===== config.mk =====
export PLATFORM = sky130hd
export DESIGN_NAME = sw_debounce_sync
export DESIGN_NICKNAME = d
export VERILOG_FILES = /design/src/rtl/sw_dbnc_pkg.sv /design/src/rtl/sw_debounce_sync_sync2.sv /design/src/rtl/sw_debounce_sync.sv
export SDC_FILE = /design/constraint.sdc
export NUM_CORES = 1
export LEC_CHECK = 0
export ABC_AREA = 1
export CAP_MARGIN = 20
export CORE_ASPECT_RATIO = 1.4
export CORE_UTILIZATION = 25
export DETAILED_ROUTE_END_ITERATION = 10
export GPL_TIMING_DRIVEN = 1
export HOLD_SLACK_MARGIN = 0.05
export PLACE_DENSITY_LB_ADDON = 0.05
export SLEW_MARGIN = 10
export SYNTH_ARGS = -nofsm -noshare
export SYNTH_HDL_FRONTEND = slang
export SYNTH_SLANG_ARGS = --single-unit

===== constraint.sdc =====
create_clock -name clk -period 2.2 [get_ports clk]
set_clock_uncertainty 0.2 [all_clocks]
set_input_delay 0.33 -clock clk [delete_from_list [all_inputs] [get_ports clk]]
set_output_delay 0.33 -clock clk [all_outputs]
set_load 0.02 [all_outputs]

===== src/rtl/sw_dbnc_pkg.sv =====
// Shared constants for the switch debouncer: FSM encoding, default settle
// window and glitch counter ceiling.
package sw_dbnc_pkg;

    localparam logic ST_IDLE     = 1'b0;
    localparam logic ST_SETTLING = 1'b1;

    localparam int DBNC_50MHZ_20MS = 1000000;

    localparam logic [7:0] GLITCH_MAX = 8'd255;

    function automatic logic [7:0] sat_inc8(input logic [7:0] v);
        return (v == GLITCH_MAX) ? v : v + 8'd1;
    endfunction

endpackage


===== src/rtl/sw_debounce_sync_sync2.sv =====
// Two-flop synchroniser, parameterised width, async active-high reset to 0.
module sync2 #(
    parameter int W = 1
) (
    input  logic         clk,
    input  logic         rst,
    input  logic [W-1:0] d,
    output logic [W-1:0] q
);

    logic [W-1:0] r_s1;
    logic [W-1:0] r_s2;

    always_ff @(posedge clk or posedge rst) begin
        if (rst) begin
            r_s1 <= '0;
            r_s2 <= '0;
        end else begin
            r_s1 <= d;
            r_s2 <= r_s1;
        end
    end

    assign q = r_s2;

endmodule


===== src/rtl/sw_debounce_sync.sv =====
// Synchronise and debounce {en_in, sw_in} as one vector for the encoder.
// Optional glitch counter port enabled by SW_DBNC_GLITCH_CNT_EN.
module sw_debounce_sync
    import sw_dbnc_pkg::*;
#(
    parameter int WIDTH         = 8,
    parameter int STABLE_CYCLES = DBNC_50MHZ_20MS,
    parameter int CNT_W         = 20
) (
    input  logic             clk,
    input  logic             rst,
    input  logic [WIDTH-1:0] sw_in,
    input  logic             en_in,
    output logic [WIDTH-1:0] x_out,
    output logic             en_out,
    output logic             chg,
    output logic             busy
`ifdef SW_DBNC_GLITCH_CNT_EN
    ,
    output logic [7:0]       glitch_cnt
`endif
);

    localparam int VW = WIDTH + 1;
    localparam logic [CNT_W-1:0] CNT_LAST = CNT_W'(STABLE_CYCLES - 1);

    logic [VW-1:0]    w_v;
    logic [VW-1:0]    w_s2;
    logic             w_restart;

    logic [VW-1:0]    r_cand;
    logic [CNT_W-1:0] r_cnt;
    logic             r_state;
    logic [VW-1:0]    r_out;
    logic             r_chg;

    assign w_v = {en_in, sw_in};

    sync2 #(
        .W (VW)
    ) u_sync (
        .clk (clk),
        .rst (rst),
        .d   (w_v),
        .q   (w_s2)
    );

    // A bounce restarts the window and outranks completion.
    assign w_restart = (r_state == ST_SETTLING) && (w_s2 != r_cand);

    always_ff @(posedge clk or posedge rst) begin
        if (rst) begin
            r_cand  <= '0;
            r_cnt   <= '0;
            r_state <= ST_IDLE;
            r_out   <= '0;
            r_chg   <= 1'b0;
        end else begin
            r_chg <= 1'b0;
            case (r_state)
                ST_IDLE: begin
                    if (w_s2 != r_out) begin
                        r_cand  <= w_s2;
                        r_cnt   <= '0;
                        r_state <= ST_SETTLING;
                    end
                end
                ST_SETTLING: begin
                    if (w_restart) begin
                        r_cand <= w_s2;
                        r_cnt  <= '0;
                    end else if (r_cnt == CNT_LAST) begin
                        r_out   <= r_cand;
                        r_chg   <= (r_cand != r_out);
                        r_state <= ST_IDLE;
                    end else begin
                        r_cnt <= r_cnt + CNT_W'(1);
                    end
                end
                default: r_state <= ST_IDLE;
            endcase
        end
    end

`ifdef SW_DBNC_GLITCH_CNT_EN
    logic [7:0] r_glitch;

    always_ff @(posedge clk or posedge rst) begin
        if (rst) begin
            r_glitch <= 8'd0;
        end else if (w_restart) begin
            r_glitch <= sat_inc8(r_glitch);
        end
    end

    assign glitch_cnt = r_glitch;
`endif

    assign {en_out, x_out} = r_out;
    assign chg  = r_chg;
    assign busy = (r_state == ST_SETTLING);

endmodule


==> out/results.tsv, run 1 <==
stage	metric	value	unit
placement	worst setup timing slack at the placement stage	0.113	ns
detailed_routing	vias per cell	4.34	
cts	Longest Clk Path Bufs	2	
yosys	synthesized area per cell	7.96	sq um
placement	routability congestion estimate from global placement	0.812	
detailed_routing	number of remaining DRC errors	0	
yosys	Main synth FF type	sky130_fd_sc_hd__dfrtp_1	
worst_setup_path	flop2flop setup slack	0.21	ns
cts	CTS Buf Count	9	
sta	measured slew at the worst slew-check pin	0.358	ns
yosys	number of different library cells in the post-synthesis netlist	36	
floorplanning	area of the core region	11500	sq um
floorplanning	overall die height	131	um
detailed_routing	Initial DRC Count	63	
worst_setup_path	Reg2Reg Launch Point	r_cnt[0]$_DFFE_PP0P_	
placement	Port Buf Inserts	21	
cts	clock-pin slew on the worst setup and hold paths	0.05	ns
floorplanning	Die ar.	12400	sq um
yosys	synthesized net count	388	
yosys	Cells after Synth	376	
sta	Slew headroom	75.9	%
placement	placed cell count	546	
yosys	count of state elements after synthesis	58	
worst_setup_path	path type of the worst setup path	register to register	
placement	post-DP HPWL	5.84	mm
worst_setup_path	cell count of the worst reg-to-reg path	10	
global_routing	via count of the first global-routing pass	2519	
worst_setup_path	Max stage delay cell, worst path	sky130_fd_sc_hd__dfrtp_1	
detailed_routing	routed wire length	7.80	mm
yosys	sequential fraction of the synthesis area	48.5	%
sta	count of final hold-check violations	0	
floorplanning	initial cell density of the core	26.0	%
worst_setup_path	type of element capturing the critical path	register	
outcome	run status	finished clean	
final_layout	total number of nets in the final design	432	
detailed_routing	via count of the routed design	2468	
yosys	number of flops mapped to enable cells by yosys	0	
worst_setup_path	worst reg2reg endpoint	r_cnt[7]$_DFFE_PP0P_	
worst_hold_path	class of the tightest hold or removal check	register to register	
cts	clock sinks	58	
worst_setup_path	end of the critical path	r_cnt[7]$_DFFE_PP0P_	
global_routing	total global routing track utilization	13.7	%
worst_setup_path	most frequent cell on the critical path	sky130_fd_sc_hd__nor2_1	
yosys	most common cell in the synthesized netlist	sky130_fd_sc_hd__nand2_1	
cts	level count of the clock H-tree	3	
worst_setup_path	sum of buffers and inverters on the critical path	1	
yosys	asr flop ratio synth	100	%
worst_setup_path	data arrival at the endpoint of the critical path	2.04	ns
yosys	Area contributors post-synth	sky130_fd_sc_hd__dfrtp_1, sky130_fd_sc_hd__nand2_1, sky130_fd_sc_hd__inv_1	
final_layout	layout overhead on the synthesized area	26.1	%
final_layout	ratio of cells with drive above 1 in the final layout	13.9	%
worst_setup_path	kind of start point of the critical path	register	
cts	root cell of the clock tree	sky130_fd_sc_hd__clkbuf_16	
power	overall power consumption	0.00256	W
power	leakage component of the power	1.83	nW
worst_setup_path	delay of the slowest cell on the worst path	0.40	ns
sta	smallest setup slack after layout	0.215	ns
sta	crit path time final	1.99	ns
sta	setup-violating endpoint count in the final report	0	
worst_setup_path	biggest fanout along the worst timing path	12	
worst_setup_path	count of cell instances traversed by the critical path	10	
sta	unrepaired setup endpoints after global routing	false	
global_routing	final global-route overflow total	0	
detailed_routing	number of iterations in the first detailed-routing pass	4	
final_layout	filler-free cell count of the finished design	569	
global_routing	largest net degree at the start of global routing	59	
floorplanning	width of the die	94.5	um
final_layout	total inserted antenna cells	0	
yosys	post-synth top area cell	sky130_fd_sc_hd__dfrtp_1	
global_routing	wire length of the first global-routing pass	12.7	mm
detailed_routing	routed length per placed instance	13.7	um
job	number of max-cap violations	0	
worst_setup_path	Top Family by Delay on Critical Path	simple AND/OR/NAND/NOR gates	
power	Max rail drop VDD	0.000269	V
yosys	commonest cells in the synthesized netlist	sky130_fd_sc_hd__nand2_1, sky130_fd_sc_hd__dfrtp_1, sky130_fd_sc_hd__inv_1, sky130_fd_sc_hd__nor2_1, sky130_fd_sc_hd__nand3_1	
sta	Tcrit/Tclk final	90.2	%
cts	clock tree from TritonCTS	done	
sta	smallest hold slack	0.144	ns
power	Power Dens Cells	680	nW/um^2
sta	Pins Over Slew Limit	0	
cts	source-to-sink clock delay at the later pin of the worst-skew pair	0.32	ns
global_routing	number of antenna violations at the first check in global routing	0	
sta	Sum Neg Setup Slack	0	ns
sta	peak clock frequency supported by timing	0.504	GHz
floorplanning	total number of placement rows	46	
worst_setup_path	required time of the critical path	2.25	ns
yosys	synthesis warning total	0	
yosys	top-area cell type share of the netlist area	48.5	%
floorplanning	I/O pins	22	
worst_setup_path	CP cell instances	ha_1, nand2_1, nor2_4, nand2_2, nor3_4, nand2_4, buf_4, nand3_1, nor2_1, nor2_1	
worst_setup_path	start point of the critical path	r_cnt[0]$_DFFE_PP0P_	
detailed_routing	number of antenna-violating nets in the routed design	0	
yosys	Cell Area, Synth	2990	sq um
-- cell usage in the layout, fill, tap and decap left out, drive strengths merged, types with 2 or more instances in the layout --
master and count:
clkdlybuf4s50 21, buf 17, nand3b 4, dfrtp 58
xor2 9, clkbuf 10, xnor2 3, nor2 38
clkinv 4, nand2 125, nor3 5, a21oi 2
nor4 2, nand3 23, nand4 4, inv 52
o21ai 36, o22ai 2, or2 2
-- power breakdown --
part | switching (W) | internal, W | leakage (nW)
sequential | 0.0000193 | 0.00109 | 0.743
clock | 0.000472 | 0.000867 | 0.142
combinational | 0.0000659 | 0.0000448 | 0.942
total | 0.000557 | 0.00201 | 1.83
-- how the worst min path moves through the flow --
stage	slack (ns)	startpoint	to	depth (start not counted)
2_1_floorplan	0.13	u_sync.r_s1[0]$_DFF_PP0_	u_sync.q[0]$_DFF_PP0_	0
3_3_place_gp	0.13	u_sync.r_s1[8]$_DFF_PP0_	u_sync.q[8]$_DFF_PP0_	0
3_5_place_dp	0.13	u_sync.r_s1[1]$_DFF_PP0_	u_sync.q[1]$_DFF_PP0_	0
4_1_cts	0.14	u_sync.r_s1[6]$_DFF_PP0_	u_sync.q[6]$_DFF_PP0_	0
5_1_grt	0.15	u_sync.r_s1[5]$_DFF_PP0_	u_sync.q[5]$_DFF_PP0_	0
6_report	0.14	u_sync.r_s1[8]$_DFF_PP0_	u_sync.q[8]$_DFF_PP0_	0
-- cell type report --
type	count	area [sq um]
sequential	58	1450
fill	1241	7740
clock inverter	6	57.6
multi-input combinational	261	1290
clock buffer	10	229
inverter	52	195
timing repair buffer	38	363
tap	144	180
-- worst register-to-register path: stages (launching register included) --
cell and delay, ns:
sky130_fd_sc_hd__dfrtp_1 0.40, sky130_fd_sc_hd__ha_1 0.21, sky130_fd_sc_hd__nand2_1 0.11, sky130_fd_sc_hd__nor2_4 0.14
sky130_fd_sc_hd__nand2_2 0.11, sky130_fd_sc_hd__nor3_4 0.19, sky130_fd_sc_hd__nand2_4 0.13, sky130_fd_sc_hd__buf_4 0.21
sky130_fd_sc_hd__nand3_1 0.08, sky130_fd_sc_hd__nor2_1 0.04, sky130_fd_sc_hd__nor2_1 0.09
-- cell families after synthesis --
kind of cell	Yosys count	share of synthesized area, %
flops	58	48.5
fa+ha+maj	1	0.418
simple gates	202	30.3
buf+inv	58	8.74
compound gates	45	8.53
xor+xnor	12	3.51
-- timing repair --
action	4_1_cts	5_1_grt
buffers inserted	0	6
endpoints found under the setup margin	0	15
hold buffers	0	0
resized for setup	0	2
-- registers in the layout, summed over array words and instances, names as in the netlist --
register,cells
r_cnt,20
r_cand,9
r_out,9
u_sync.q,9
u_sync.r_s1,9
busy,1
chg,1
-- metal layers --
| metal | vias to the layer above | GRT usage, % | wire length, um | part of all wire (%) |
|---|---|---|---|---|
| met5 | - | 0 | 0 | 0 |
| met2 | 31 | 24.2 | 4140 | 53 |
| met1 | 1149 | 15.0 | 3200 | 41 |
| met4 | 0 | 7.15 | 303 | 3.9 |
| met3 | 19 | 2.95 | 151 | 1.9 |
| li1 | 1269 | - | - | - |
-- through the flow --
step	util, %	cell area (sq um)
after floorplan	-	2990
after global placement	29.6	3410
after detailed placement	29.6	3410
after CTS	32.1	3700
after global routing	32.8	3770
final	32.8	3770
No activity file was read; power rests on OpenSTA's default activity.
==> inputs of run 2 (changes only) <==
--- a/config.mk
+++ b/config.mk
@@ -10,10 +10,10 @@
 export CORE_ASPECT_RATIO = 1.4
 export CORE_UTILIZATION = 25
 export DETAILED_ROUTE_END_ITERATION = 10
+export DONT_BUFFER_PORTS = 1
 export GPL_TIMING_DRIVEN = 1
 export HOLD_SLACK_MARGIN = 0.05
 export PLACE_DENSITY_LB_ADDON = 0.05
-export SLEW_MARGIN = 10
 export SYNTH_ARGS = -nofsm -noshare
 export SYNTH_HDL_FRONTEND = slang
 export SYNTH_SLANG_ARGS = --single-unit
==> out/results.tsv, run 2 (synthesis gave the netlist of run 1 again) <==
stage	metric	value	unit
outcome	run status	finished clean	
cts	CTS Buf Count	9	
worst_setup_path	cell count of the worst reg-to-reg path	10	
floorplanning	area of the core region	11500	sq um
cts	Longest Clk Path Bufs	2	
worst_setup_path	flop2flop setup slack	0.18	ns
sta	crit path time final	2.02	ns
final_layout	filler-free cell count of the finished design	563	
detailed_routing	routed wire length	8.13	mm
final_layout	ratio of cells with drive above 1 in the final layout	15.0	%
floorplanning	overall die height	131	um
worst_setup_path	Reg2Reg Launch Point	r_cnt[0]$_DFFE_PP0P_	
job	number of max-cap violations	0	
final_layout	top library cells by usage in the layout, fill and taps aside	sky130_fd_sc_hd__nand2_1, sky130_fd_sc_hd__dfrtp_1, sky130_fd_sc_hd__inv_1	
detailed_routing	number of remaining DRC errors	0	
global_routing	number of antenna violations at the first check in global routing	0	
cts	root cell of the clock tree	sky130_fd_sc_hd__clkbuf_16	
floorplanning	width of the die	94.5	um
power	Max rail drop VDD	0.000296	V
power	Power Dens Cells	732	nW/um^2
final_layout	Filler Cell Count	1235	
worst_hold_path	class of the tightest hold or removal check	register to register	
sta	Slew headroom	68.6	%
worst_setup_path	required time of the critical path	2.23	ns
sta	unrepaired setup endpoints after global routing	true	
sta	count of final hold-check violations	0	
worst_hold_path	count of cells along the worst hold path	0	
placement	placed cell count	535	
final_layout	total inserted antenna cells	0	
worst_setup_path	kind of start point of the critical path	register	
global_routing	wire length of the first global-routing pass	13.3	mm
final_layout	Reg with most FFs	r_cnt	
cts	source-to-sink clock delay at the later pin of the worst-skew pair	0.33	ns
worst_setup_path	biggest fanout along the worst timing path	11	
detailed_routing	routed length per placed instance	14.4	um
floorplanning	I/O pins	22	
placement	Port Buf Inserts	0	
global_routing	via count of the first global-routing pass	2600	
floorplanning	total number of placement rows	46	
detailed_routing	via count of the routed design	2455	
sta	Sum Neg Setup Slack	0	ns
placement	routability congestion estimate from global placement	0.844	
cts	level count of the clock H-tree	3	
detailed_routing	Initial DRC Count	104	
final_layout	total number of nets in the final design	426	
final_layout	max reg flops	20	
cts	clock sinks	58	
final_layout	area of all sequential standard cells	1450	sq um
cts	clock tree from TritonCTS	done	
worst_hold_path	WHS Endpoint	u_sync.q[6]$_DFF_PP0_	
final_layout	Final Util	32.6	%
sta	setup-violating endpoint count in the final report	0	
cts	clock-pin slew on the worst setup and hold paths	0.05	ns
sta	measured slew at the worst slew-check pin	0.469	ns
sta	smallest setup slack after layout	0.181	ns
final_layout	footprint of the multi-input gates	1290	sq um
final_layout	leading cell type in the layout, fill and taps excluded	sky130_fd_sc_hd__nand2_1	
placement	post-DP HPWL	6.14	mm
floorplanning	initial cell density of the core	26.0	%
sta	peak clock frequency supported by timing	0.495	GHz
worst_setup_path	type of element capturing the critical path	register	
final_layout	layout overhead on the synthesized area	25.3	%
detailed_routing	number of antenna-violating nets in the routed design	0	
placement	worst setup timing slack at the placement stage	0.0882	ns
global_routing	final global-route overflow total	0	
worst_setup_path	data arrival at the endpoint of the critical path	2.05	ns
global_routing	largest net degree at the start of global routing	46	
sta	Tcrit/Tclk final	91.8	%
worst_setup_path	worst reg2reg endpoint	r_cnt[2]$_DFFE_PP0P_	
detailed_routing	number of iterations in the first detailed-routing pass	4	
detailed_routing	vias per cell	4.36	
sta	Pins Over Slew Limit	0	
floorplanning	Die ar.	12400	sq um
global_routing	total global routing track utilization	14.4	%
worst_hold_path	hold wc startpoint	u_sync.r_s1[6]$_DFF_PP0_	
worst_setup_path	path type of the worst setup path	register to register	
power	leakage component of the power	1.84	nW
## run 2: changes by cell type in the layout (fill, tap and decap cells not counted)
cell	change
sky130_fd_sc_hd__buf_12	+1
sky130_fd_sc_hd__buf_4	+4
sky130_fd_sc_hd__buf_6	+1
sky130_fd_sc_hd__bufinv_16	+1
sky130_fd_sc_hd__clkbuf_8	+1
sky130_fd_sc_hd__clkdlybuf4s50_1	-21
sky130_fd_sc_hd__clkinv_2	-2
sky130_fd_sc_hd__dlygate4sd3_1	+10
sky130_fd_sc_hd__nand2_1	+1
sky130_fd_sc_hd__nand2_2	-2
## run 2: what timing repair did
item,4_1_cts,5_1_grt
endpoints found under the setup margin,0,10
setup buffers,0,2
hold buffers,10,0
endpoints found under the hold margin,22,0
resized for setup,0,2
## run 2: how the worst max path moves through the flow
stage / startpoint / endpoint / cells past startpoint
after global routing: r_cnt[0]$_DFFE_PP0P_ / r_cnt[19]$_DFFE_PP0P_ / 10
final: r_cnt[0]$_DFFE_PP0P_ / r_cnt[2]$_DFFE_PP0P_ / 10
after detailed placement: r_cnt[0]$_DFFE_PP0P_ / r_cnt[19]$_DFFE_PP0P_ / 10
after global placement: r_cnt[0]$_DFFE_PP0P_ / r_cnt[18]$_DFFE_PP0P_ / 10
after floorplan: rst / busy$_DFF_PP0_ / 1
after CTS: r_cnt[0]$_DFFE_PP0P_ / r_cnt[18]$_DFFE_PP0P_ / 10
## run 2: cell type report
type	count	share of cell area (%)
inverter	52	5.21
clock inverter	5	2.07
sequential	58	38.7
multi-input combinational	260	34.3
clock buffer	11	6.48
timing repair buffer	33	8.38
tap	144	4.81
## run 2: critical path, cell delays in order, from the launching register on
cell and delay, ns:
sky130_fd_sc_hd__dfrtp_1 0.40, sky130_fd_sc_hd__ha_1 0.19, sky130_fd_sc_hd__nand2_1 0.11, sky130_fd_sc_hd__nor2_4 0.14
sky130_fd_sc_hd__nand2_2 0.11, sky130_fd_sc_hd__nor3_4 0.23, sky130_fd_sc_hd__nand2_4 0.16, sky130_fd_sc_hd__nand2_8 0.12
sky130_fd_sc_hd__buf_12 0.14, sky130_fd_sc_hd__nand2_1 0.06, sky130_fd_sc_hd__o31ai_1 0.06
## run 2: metrics by stage
step	instance area (sq um)	hold WS [ns]	power, W
after floorplan	2990	0.131	0.00119
after global placement	3280	0.0247	0.00123
after detailed placement	3280	0.0229	0.00123
after CTS	3700	0.142	0.00279
after global routing	3750	0.152	0.00286
final	3750	0.142	0.00274
## run 2: per-layer routing
layer / wire, um / global-route usage [%]
met5: 0 / 0
met4: 191 / 5.81
met3: 270 / 3.47
met2: 4330 / 25.6
met1: 3340 / 16.2
## run 2: where the power goes
group	switching, W	internal [W]	leakage [nW]	total [W]
registers	0.0000193	0.00109	0.743	0.00111
logic	0.0000679	0.0000411	0.941	0.000109
clock network	0.000504	0.00102	0.156	0.00152
